`config.mk`:
```
export PLATFORM = sky130hd
export DESIGN_NAME = pic_input_conditioner
export DESIGN_NICKNAME = d
export VERILOG_FILES = /design/src/rtl/pic_input_conditioner.sv
export SDC_FILE = /design/constraint.sdc
export NUM_CORES = 1
export LEC_CHECK = 0
export BUFFER_PORTS_ARGS = -buffer_cell sky130_fd_sc_hd__buf_2
export CAP_MARGIN = 5
export CORE_ASPECT_RATIO = 1.4
export CORE_MARGIN = 2
export CORE_UTILIZATION = 32
export DETAILED_ROUTE_END_ITERATION = 16
export PLACE_DENSITY = 0.61
export SYNTH_ARGS = -nofsm -noshare
export SYNTH_HDL_FRONTEND = slang
export SYNTH_SLANG_ARGS = --single-unit
```
`constraint.sdc`:
```
create_clock -name clk -period 3.2 [get_ports clk]
set_clock_uncertainty 0.1 [all_clocks]
set_input_delay 0.64 -clock clk [delete_from_list [all_inputs] [get_ports clk]]
set_output_delay 0.64 -clock clk [all_outputs]
set_load 0.01 [all_outputs]
```
`src/rtl/pic_input_conditioner.sv`:
```
// Input-pin conditioner: per-pin synchroniser and debouncer, registered edge pulses,
// and sticky maskable edge-event flags with a combined interrupt request.
module pic_input_conditioner #(
    parameter int   WIDTH       = 8,
    parameter int   SYNC_STAGES = 2,
    parameter int   DEBOUNCE    = 16,
    parameter logic RESET_LEVEL = 1'b0
) (
    input  logic             clk,
    input  logic             rst_n,
    input  logic             ena,
    input  logic [WIDTH-1:0] pin_raw,
    input  logic [WIDTH-1:0] rise_en,
    input  logic [WIDTH-1:0] fall_en,
    input  logic [WIDTH-1:0] evt_clr,
    output logic [WIDTH-1:0] pin_q,
    output logic [WIDTH-1:0] rise_p,
    output logic [WIDTH-1:0] fall_p,
    output logic [WIDTH-1:0] evt_flag,
    output logic             irq
);

    localparam int CNT_W = $clog2(DEBOUNCE);
    localparam logic [CNT_W-1:0] CNT_MAX = CNT_W'(DEBOUNCE - 1);

    logic [WIDTH-1:0] sync_p0 [SYNC_STAGES];
    logic [CNT_W-1:0] cnt_q   [WIDTH];
    logic [CNT_W-1:0] cnt_d   [WIDTH];
    logic [WIDTH-1:0] s;
    logic [WIDTH-1:0] pin_d;
    logic [WIDTH-1:0] rise_d;
    logic [WIDTH-1:0] fall_d;
    logic [WIDTH-1:0] set_v;
    logic [WIDTH-1:0] flag_d;

    assign s = sync_p0[SYNC_STAGES-1];

    // Stage 0: synchroniser chain, free-running regardless of ena
    always_ff @(posedge clk or negedge rst_n) begin
        if (!rst_n) begin
            for (int k = 0; k < SYNC_STAGES; k++) begin
                sync_p0[k] <= {WIDTH{RESET_LEVEL}};
            end
        end else begin
            sync_p0[0] <= pin_raw;
            for (int k = 1; k < SYNC_STAGES; k++) begin
                sync_p0[k] <= sync_p0[k-1];
            end
        end
    end

    always_comb begin
        pin_d  = pin_q;
        rise_d = '0;
        fall_d = '0;
        for (int i = 0; i < WIDTH; i++) begin
            cnt_d[i] = cnt_q[i];
            if (ena) begin
                if (s[i] == pin_q[i]) begin
                    cnt_d[i] = '0;
                end else if (cnt_q[i] == CNT_MAX) begin
                    cnt_d[i]  = '0;
                    pin_d[i]  = s[i];
                    rise_d[i] = s[i];
                    fall_d[i] = ~s[i];
                end else begin
                    cnt_d[i] = cnt_q[i] + 1'b1;
                end
            end
        end
        // The flag sets on the edge that raises a pulse and is re-asserted while the
        // pulse is visible, so a clear coinciding with the pulse loses to the set.
        set_v  = ena ? (((rise_d | rise_p) & rise_en) | ((fall_d | fall_p) & fall_en))
                     : '0;
        flag_d = set_v | (evt_flag & ~evt_clr);
    end

    // Stage 1: debounced level, counters, pulses, flags and irq
    always_ff @(posedge clk or negedge rst_n) begin
        if (!rst_n) begin
            for (int i = 0; i < WIDTH; i++) begin
                cnt_q[i] <= '0;
            end
            pin_q    <= {WIDTH{RESET_LEVEL}};
            rise_p   <= '0;
            fall_p   <= '0;
            evt_flag <= '0;
            irq      <= 1'b0;
        end else begin
            for (int i = 0; i < WIDTH; i++) begin
                cnt_q[i] <= cnt_d[i];
            end
            pin_q    <= pin_d;
            rise_p   <= rise_d;
            fall_p   <= fall_d;
            evt_flag <= flag_d;
            irq      <= |flag_d;
        end
    end

endmodule

```
==> results of run 1 <==
## layer usage
layer | wire length [µm] | vias to the layer above
li1 | - | 1349
met1 | 3110 | 1329
met2 | 3890 | 62
met3 | 435 | 9
met4 | 136 | 0
met5 | 0 | -
## cell families after synthesis
kind of cell,after synthesis,share of synthesized area [%]
adder cells (fa/ha/maj),8,2.78
AO/OA/AOI/OAI,76,12.8
flip-flops,81,56.4
AND/OR/NAND/NOR,126,19.9
buffers and inverters,29,3.31
XOR/XNOR,6,1.46
multiplexers,11,3.34
## power by group through the flow
stage / clock (mW) / sequential [mW] / combinational [mW]
after detailed placement: 0 / 1.14 / 0.167
after floorplan: 0 / 1.13 / 0.102
after global placement: 0 / 1.14 / 0.161
final: 1.19 / 1.13 / 0.164
after CTS: 1.21 / 1.12 / 0.167
after global routing: 1.26 / 1.14 / 0.192
## layout make-up
| cell class | count | area share [%] |
|---|---|---|
| Sequential cell | 81 | 45.6 |
| Multi-Input combinational cell | 227 | 32.6 |
| Timing Repair Buffer | 70 | 8.11 |
| Clock buffer | 11 | 5.46 |
| Tap cell | 141 | 3.97 |
| Clock inverter | 5 | 2.31 |
| Inverter | 22 | 1.86 |
## registers in the layout, summed over array words and instances, names as in the netlist
signal    cells
cnt_q        32
evt_flag      8
fall_p        8
irq           1
pin_q         8
rise_p        8
s             8
sync_p0       8
## synthesized netlist by cell type, types with 4 or more instances
master | number | share of area [%]
a21oi_1 | 9 | 1.3
and2_1 | 7 | 1.2
and3_1 | 6 | 1.0
clkbuf_1 | 4 | 0.42
dfrtp_1 | 81 | 56
ha_1 | 8 | 2.8
inv_1 | 22 | 2.3
mux2_2 | 8 | 2.5
nand2_1 | 34 | 3.5
nand2b_1 | 16 | 2.8
nand3_1 | 16 | 2.2
nand3b_1 | 6 | 1.3
nand4_1 | 11 | 1.9
nor2_1 | 6 | 0.63
nor2b_1 | 11 | 1.9
nor3b_1 | 7 | 1.5
o21ai_0 | 41 | 5.7
o31ai_1 | 5 | 1.0
xor2_1 | 5 | 1.2
## critical path, stage by stage
cell and delay (ns):
buf_2 0.29, buf_4 0.28, nand4_1 0.11, a21oi_1 0.08, nor4_2 0.23, nand4b_1 0.15
a2111o_1 0.43
## metrics by stage
stage / worst slack (ns) / utilization (%) / instance area [µm²]
floorplan: 1.33 / - / 3600
global placement: 0.796 / 37.5 / 4100
detailed placement: 0.749 / 37.5 / 4100
CTS: 1.11 / 40.7 / 4440
global route: 0.995 / 40.7 / 4440
finish: 1.11 / 40.7 / 4440
## worst paths after layout
kind                                  from        to  slack [ns]  depth (start not counted)
worst max-delay path                   ena       irq        1.11                          7
worst min-delay path            sync_p0[8]      s[0]        0.25                          0
worst max register to register   cnt_q[12]       irq        1.20                          6
worst min register to register  sync_p0[8]      s[0]        0.25                          0
max in group asynchronous            rst_n      s[0]        1.98                          1
min in group asynchronous            rst_n  cnt_q[9]        0.37                          1
==> results.rst, run 1 <==
.. list-table::
   :header-rows: 1

   * - Metric
     - Value
   * - Result of the run
     - completed
   * - Cell area power density
     - 557 mW/mm²
   * - Maximum number of buffers from clock root to sink
     - 2
   * - Count of hold buffers inserted by post-cts repair
     - 0
   * - Area of the mapped netlist
     - 0.00360 mm²
   * - Placed cell count
     - about 540
   * - Number of placement rows
     - between 40 and 50
   * - Worst EP required
     - 3.32 ns
   * - Total of max-cap violations
     - 0
   * - Hold Slack
     - approximately 0.25 ns
   * - Max-slew violation total from the final report
     - 0
   * - Residual DRC
     - 0
   * - Residual antenna-violating net count after detailed routing
     - 0
   * - Pin count of the biggest net entering global routing
     - slightly above 80
   * - Final setup vio count
     - 0
   * - Power share of the clock group
     - between 40% and 50%
   * - Fin Setup TNS
     - 0 ns
   * - Worst setup path class
     - in -> reg
   * - Wire length per cell after detailed routing
     - ~14 µm
   * - Instance count of the mapped netlist
     - 337
   * - NetSw
     - ~0.55 mW
   * - Post-route minimum period
     - 2.09 ns
   * - Synthesized flop and latch total
     - 81
   * - Power Internal
     - roughly 1.9 mW
   * - Leading cell types in the layout, fill and taps excluded
     - dfrtp_1, buf_2, o21ai_0
   * - Worst slew margin relative to its limit
     - approximately a third
   * - Footprint of the flip-flops and latches
     - a little over 0.002 mm²
   * - NumNets Final
     - between 400 and 500
   * - HP Class
     - reg -> reg
   * - Layout fillers
     - 1062
   * - Number of flops mapped to enable cells by yosys
     - 0
   * - Maximum clock frequency
     - ~0.48 GHz
   * - Crit path capture type
     - flip-flop
   * - TritonCTS clock tree
     - built
   * - Number of sinks handled by clock tree synthesis
     - 81
   * - Comb power frac
     - 6.6%
   * - Unrepaired setup endpoints after global routing
     - no
   * - Count of synthesis-stage warnings from yosys
     - 0
   * - First-pass iteration count of the detailed router
     - 4
   * - Layout overhead on the synthesized area
     - 23.5%
   * - CP startpoint kind
     - input port
   * - Initial core utilization
     - about a third
   * - Vias in the first global route
     - about 2700
   * - Count of instances resized after the clock tree is built
     - 0
   * - Fraction of met3 tracks used by global routing
     - 3.84%
   * - Htree depth
     - 3
   * - Die X
     - between 90 and 100 µm
   * - Count of unique library cells instantiated by Yosys
     - just over 40
   * - Post-route insts no fill
     - roughly 560
   * - Final Hold Fails
     - 0
   * - Half-perimeter wire length after placement
     - 5420 µm
   * - Total power consumption of the routed design
     - ~2.5 mW
   * - Area taken by multi-input logic gates
     - around 0.0015 mm²
   * - Met1 layer usage reported by global route
     - about 15%
   * - Met2 capacity usage during global routing
     - about 23%
   * - Static Leak
     - approximately 2.2 nW
   * - Antenna Diode Count
     - 0
   * - Clk Latency, worst-skew pair
     - between 0.3 and 0.4 ns
   * - Floorplan core area
     - approximately 0.011 mm²
   * - Dominant synthesized flop cell
     - dfrtp_1
   * - Share of post-route cells with drive strength above 1
     - a little under a quarter
   * - Number of input and output port buffers inserted
     - between 60 and 70
   * - GRT overflow
     - 0
   * - Die outline area
     - 0.0121 mm²
   * - Synthesized area divided by synthesized cell count
     - 10.7 µm²
   * - Fraction of power spent switching nets
     - between 20% and 30%
   * - Maximum resistive drop on vdd
     - between 0.0002 and 0.0003 V
   * - CTS root buffer
     - clkbuf_16
   * - Asr flop ratio synth
     - 100%
   * - Most common library cell in the layout ignoring fill and taps
     - dfrtp_1
   * - Proportion of power drawn by flip-flops and latches
     - approximately 46%
   * - Post-Route WL
     - 7560 µm
   * - Seq/Total Area, Yosys
     - between 50% and 60%
   * - Clock-pin slew of the registers on the worst-case setup and hold paths
     - ~0.060 ns
   * - Inserted Clock Buffers
     - 9
   * - RePlAce Congestion
     - about 0.77
   * - Combined global-route utilization of all metal layers
     - a little over an eighth
   * - Wire length of the first global-routing pass
     - roughly 12000 µm
   * - Net count after synthesis
     - 380
   * - Transition time at the pin with the least slew margin
     - between 1 and 1.5 ns
   * - Via count normalized by instance count
     - just under 5
   * - Total I/O pin count
     - 68
   * - Data arrival at the endpoint of the critical path
     - between 2 and 2.5 ns
   * - Number of antenna violations at the first check in global routing
     - 0
   * - Vertical extent of the die
     - between 100 and 150 µm
   * - GR peak layer
     - met2
   * - Max FO, Critical Path
     - 31
   * - Number of setup buffers added after CTS
     - 0
   * - Number of DRC violations after detailed-routing iteration 0
     - 124
   * - Via total after detailed routing
     - about 2700
   * - Final Cycle Share
     - between 60% and 70%
(Power assumes the default switching activity.)
==> run 2: changes to the inputs <==
Settings changed: PLACE_DENSITY 0.61 to 0.63.
Clock period 3.2 ns to 1.72 ns, I/O delays scaled along.
==> results.rst, run 2 (synthesis results as in run 1) <==
.. list-table::
   :header-rows: 1

   * - Metric
     - Value
   * - Final Cycle Share
     - 106%
   * - Worst EP required
     - between 1.5 and 2 ns
   * - Number of sinks handled by clock tree synthesis
     - 81
   * - Residual DRC
     - 0
   * - Worst Hold Path EP
     - sync_p0[8]
   * - Worst setup path class
     - reg -> reg
   * - CTS root buffer
     - clkbuf_16
   * - Final setup vio count
     - 1
   * - Total of max-cap violations
     - 0
   * - Floorplan core area
     - 0.0109 mm²
   * - Max FO, Critical Path
     - 2
   * - Leading cell types in the layout, fill and taps excluded
     - dfrtp_1, buf_4, buf_2
   * - CP startpoint kind
     - flip-flop
   * - Clock-pin slew of the registers on the worst-case setup and hold paths
     - about 0.060 ns
   * - Slack of the worst reg-to-reg path
     - -0.10 ns
   * - Layout fillers
     - about 1000
   * - Register name with the most flops
     - cnt_q
   * - Inserted Clock Buffers
     - 9
   * - Vias in the first global route
     - 2972
   * - Via total after detailed routing
     - 2984
   * - Total power consumption of the routed design
     - approximately 4.2 mW
   * - Result of the run
     - complete, but fails checks
   * - Layout overhead on the synthesized area
     - 35.6%
   * - HP Class
     - in -> reg
   * - Wire length of the first global-routing pass
     - 13700 µm
   * - Failing checks
     - negative setup slack
   * - Vertical extent of the die
     - around 130 µm
   * - Worst hold path cell count
     - 1
   * - Transition time at the pin with the least slew margin
     - 0.451 ns
   * - Final Hold Fails
     - 0
   * - Maximum clock frequency
     - 0.549 GHz
   * - RePlAce Congestion
     - slightly above 0.8
   * - Wire length per cell after detailed routing
     - 13.5 µm
   * - Crit path capture type
     - flip-flop
   * - Number of input and output port buffers inserted
     - 67
   * - Post-route insts no fill
     - 620
   * - Number of antenna violations at the first check in global routing
     - 0
   * - Area taken by multi-input logic gates
     - between 0.001 and 0.0015 mm²
   * - Unrepaired setup endpoints after global routing
     - yes
   * - Pin count of the biggest net entering global routing
     - 34
   * - Max reg flops
     - 32
   * - Footprint of the flip-flops and latches
     - slightly above 0.002 mm²
   * - Die X
     - between 90 and 100 µm
   * - Total I/O pin count
     - 68
   * - Placed cell count
     - slightly below 600
   * - Worst slew margin relative to its limit
     - between 60% and 70%
   * - Worst reg-to-reg path cell count
     - 6
   * - Antenna Diode Count
     - 0
   * - Clk Latency, worst-skew pair
     - approximately 0.34 ns
   * - Initial core utilization
     - roughly 33%
   * - Max-slew violation total from the final report
     - 0
   * - Final setup slack of the worst path
     - -0.102 ns
   * - Die outline area
     - approximately 0.012 mm²
   * - Maximum resistive drop on vdd
     - 0.000474 V
   * - Endpoint of the worst-slack reg-to-reg timing path
     - irq
   * - Htree depth
     - 3
   * - TritonCTS clock tree
     - built
   * - Share of post-route cells with drive strength above 1
     - around 34%
   * - Combined global-route utilization of all metal layers
     - between 10% and 20%
   * - Half-perimeter wire length after placement
     - around 6000 µm
   * - GRT overflow
     - 0
   * - Static Leak
     - roughly 2.5 nW
   * - Origin of the worst min-delay path
     - pin_raw[0]
   * - Post-Route WL
     - about 8400 µm
   * - Number of DRC violations after detailed-routing iteration 0
     - approximately 170
   * - Residual antenna-violating net count after detailed routing
     - 0
   * - Maximum number of buffers from clock root to sink
     - 2
   * - Most common library cell in the layout ignoring fill and taps
     - dfrtp_1
   * - Post-route minimum period
     - ~1.8 ns
   * - FF-to-FF Start
     - cnt_q[1]
   * - Via count normalized by instance count
     - approximately 4.8
   * - Data arrival at the endpoint of the critical path
     - ~1.9 ns
   * - NumNets Final
     - 520
   * - First-pass iteration count of the detailed router
     - 4
   * - Number of placement rows
     - 45
   * - Cell area power density
     - around 870 mW/mm²
   * - Fin Setup TNS
     - -0.102 ns
==> run 2: changes by cell type in the layout (fill, tap and decap cells not counted), sizes merged <==
cell         change
dlygate4sd3      +1
clkbuf           +1
clkinvlp         -1
buf             +65
bufinv           -3
==> run 2: routing by layer <==
metal | global-route usage [%] | routed length [µm] | vias to the layer above | part of all wire [%]
met3 | 2.97 | 296 | 17 | 3.5
met2 | 24.9 | 4330 | 64 | 52
li1 | - | - | 1472 | -
met5 | 0 | 0 | - | 0
met4 | 7.42 | 230 | 0 | 2.7
met1 | 17.3 | 3510 | 1431 | 42
==> run 2: worst max-delay path by stage <==
stage / from / end / slack, ns
CTS: cnt_q[1] / irq / -0.13
global route: cnt_q[12] / irq / -0.18
finish: cnt_q[1] / irq / -0.10
floorplan: cnt_q[0] / irq / -0.02
detailed placement: ena / irq / -0.26
global placement: ena / irq / -0.24
==> run 2: through the flow <==
stage          util (%)  hold WS [ns]  cell area (µm²)  setup WS (ns)
2_1_floorplan         -       -0.0516             3600        -0.0238
3_3_place_gp       41.5         0.219             4530         -0.239
3_5_place_dp       41.5         0.223             4530         -0.264
4_1_cts            44.1       0.00190             4820         -0.126
5_1_grt            44.6       0.00562             4880         -0.177
6_report           44.6        0.0138             4880         -0.102
==> run 2: where the power goes <==
group / internal, mW / leakage, nW / switching [mW]
Combinational: 0.250 / 1.28 / 0.256
Sequential: 2.00 / 1.08 / 0.0624
Clock: 0.990 / 0.124 / 0.690
Total: 3.24 / 2.48 / 1.01
==> run 2: layout make-up <==
type,instances,share of cell area [%]
Sequential cell,81,41.6
Multi-Input combinational cell,227,30.1
Timing Repair Buffer,136,17.9
Clock buffer,12,5.06
Tap cell,141,3.62
Inverter,22,1.69
Clock inverter,1,0.103
==> run 2: worst max-delay path: stages (launching register included) <==
cell      delay [ns]
dfrtp_1         0.37
ha_2            0.19
nand4_1         0.11
a21oi_1         0.05
a221o_1         0.29
nand4b_1        0.21
a2111o_1        0.38
==> run 2: what timing repair did <==
action	4_1_cts	5_1_grt
endpoints found under the hold margin	30	0
cloned	0	0
setup endpoints to repair	1	2
hold buffers	1	0
buffers inserted	3	6
gates resized for setup	1	3
pin swaps	0	7
==> run 3: changes to the inputs <==
Settings changed: CORE_UTILIZATION 32 to 50, PLACE_DENSITY 0.63 to 0.86.
==> results.rst, run 3 (synthesis results as in run 1) <==
.. list-table::
   :header-rows: 1

   * - Metric
     - Value
   * - Number of antenna violations at the first check in global routing
     - 0
   * - Post-Route WL
     - around 8500 µm
   * - Cell area power density
     - roughly 900 mW/mm²
   * - Floorplan core area
     - approximately 0.007 mm²
   * - Most common library cell in the layout ignoring fill and taps
     - dfrtp_1
   * - Htree depth
     - 3
   * - CP startpoint kind
     - flip-flop
   * - Pin count of the biggest net entering global routing
     - 39
   * - Largest delay share family, worst path
     - compound AO/OA/AOI/OAI gates
   * - Total I/O pin count
     - 68
   * - Data arrival at the endpoint of the critical path
     - approximately 2 ns
   * - Transition time at the pin with the least slew margin
     - about 0.31 ns
   * - Cell breakdown of the critical path
     - ha_2 > nand4_1 > a21oi_1 > a221o_1 > nand4b_1 > a2111o_1
   * - Half-perimeter wire length after placement
     - slightly above 6000 µm
   * - Fraction of power spent switching nets
     - between 20 and 25%
   * - Failing checks
     - negative setup slack
   * - Worst slew margin relative to its limit
     - 79.2%
   * - Vias in the first global route
     - approximately 3200
   * - Max reg flops
     - 32
   * - Power Internal
     - roughly 3.2 mW
   * - Antenna Diode Count
     - 0
   * - Total of max-cap violations
     - 0
   * - Number of placement rows
     - 36
   * - NetSw
     - between 1 and 1.5 mW
   * - Initial core utilization
     - about half
   * - Clk Latency, worst-skew pair
     - 0.37 ns
   * - Die outline area
     - 0.00790 mm²
   * - HP Class
     - in -> reg
   * - Unrepaired setup endpoints after global routing
     - yes
   * - Maximum resistive drop on vdd
     - about 0.00082 V
   * - Cell with the largest stage delay on the worst path
     - dfrtp_1
   * - Number of sinks handled by clock tree synthesis
     - 81
   * - Worst setup path class
     - reg -> reg
   * - Power share of the clock group
     - 39.5%
   * - Final Hold Fails
     - 0
   * - NumNets Final
     - about 520
   * - Residual antenna-violating net count after detailed routing
     - 0
   * - RePlAce Congestion
     - between 0.8 and 0.9
   * - Leading cell types in the layout, fill and taps excluded
     - dfrtp_1, buf_2, buf_4
   * - Maximum single-stage delay on the critical path
     - 0.39 ns
   * - Buffers and inverters on the worst path
     - 0
   * - Number of DRC violations after detailed-routing iteration 0
     - 191
   * - Post-route insts no fill
     - 573
   * - Wire length per cell after detailed routing
     - between 10 and 15 µm
   * - Inserted Clock Buffers
     - 9
   * - Wire length of the first global-routing pass
     - between 10000 and 15000 µm
   * - Crit path capture type
     - flip-flop
   * - Max FO, Critical Path
     - 2
   * - Comb power frac
     - a little under an eighth
   * - First-pass iteration count of the detailed router
     - 4
   * - Vertical extent of the die
     - ~100 µm
   * - Instance area at placement
     - 0.00444 mm²
   * - Post-layout instance area
     - approximately 0.0048 mm²
   * - CTS root buffer
     - clkbuf_8
   * - Static Leak
     - ~2.5 nW
   * - Layout overhead on the synthesized area
     - 34.1%
   * - Proportion of power drawn by flip-flops and latches
     - between 40% and 50%
   * - Via total after detailed routing
     - between 3000 and 4000
   * - Number of input and output port buffers inserted
     - 67
   * - Final Cycle Share
     - 105%
   * - Share of post-route cells with drive strength above 1
     - 32.8%
   * - Result of the run
     - complete, but fails checks
   * - Final setup slack of the worst path
     - -0.0834 ns
   * - Maximum number of buffers from clock root to sink
     - 2
   * - Maximum clock frequency
     - ~0.55 GHz
   * - Via count normalized by instance count
     - 5.34
   * - Final setup vio count
     - 1
   * - Placed cell count
     - 543
   * - Residual DRC
     - 0
   * - TritonCTS clock tree
     - built
   * - Max-slew violation total from the final report
     - 0
   * - Clock-pin slew of the registers on the worst-case setup and hold paths
     - around 0.080 ns
   * - Register name with the most flops
     - cnt_q
   * - Worst EP required
     - 1.87 ns
   * - Combined global-route utilization of all metal layers
     - a little under a quarter
   * - Post-route minimum period
     - approximately 1.8 ns
   * - GRT overflow
     - 0
   * - Die X
     - approximately 76 µm
## run 3: per-layer routing
| metal | global-route usage, % | up-vias | share of wire [%] |
|---|---|---|---|
| met5 | 0 | - | 0 |
| met4 | 13.0 | 0 | 3.4 |
| met1 | 26.6 | 1479 | 40 |
| met2 | 39.6 | 89 | 53 |
| li1 | - | 1466 | - |
| met3 | 4.65 | 24 | 3.4 |
## run 3: path summary, 6_finish.rpt
kind | slack (ns) | depth (start not counted) | to | start
worst max-delay path | -0.08 | 6 | irq | cnt_q[1]
worst min register to register | 0.25 | 0 | s[4] | sync_p0[12]
worst min-delay path | 0.14 | 2 | evt_flag[4] | rise_en[4]
min in group asynchronous | 0.28 | 2 | cnt_q[3] | rst_n
worst max register to register | -0.08 | 6 | irq | cnt_q[1]
max in group asynchronous | 0.77 | 3 | sync_p0[12] | rst_n
## run 3: power groups by stage
stage,Combinational (mW),Sequential (mW),Clock [mW]
2_1_floorplan,0.191,2.10,0
4_1_cts,0.490,2.06,1.70
3_3_place_gp,0.441,2.09,0
5_1_grt,0.560,2.07,1.77
6_report,0.499,2.06,1.67
3_5_place_dp,0.470,2.10,0
## run 3: area by class of cell
type / instances / area (µm²)
Fill cell: 468 / 2160
Sequential cell: 81 / 2030
Multi-Input combinational cell: 227 / 1470
Timing Repair Buffer: 132 / 886
Clock buffer: 9 / 124
Clock inverter: 7 / 119
Tap cell: 95 / 119
Inverter: 22 / 82.6
## run 3: what timing repair did
item,CTS,global route
endpoints found under the hold margin,32,0
setup endpoints to repair,1,1
pin swaps,1,9
hold buffers,9,0
buffers inserted,0,5
gates resized for setup,3,2
## run 3: through the flow
stage	TNS, ns	power (mW)	util [%]	hold WS (ns)	setup slack, ns
3_5_place_dp	-0.159	2.57	63.6	0.127	-0.159
5_1_grt	-0.138	4.41	69.1	0.143	-0.138
6_report	-0.0834	4.23	69.1	0.141	-0.0834
4_1_cts	-0.0977	4.25	68.4	0.126	-0.0977
3_3_place_gp	-0.120	2.53	63.6	0.130	-0.120
2_1_floorplan	-0.0238	2.29	-	-0.0516	-0.0238
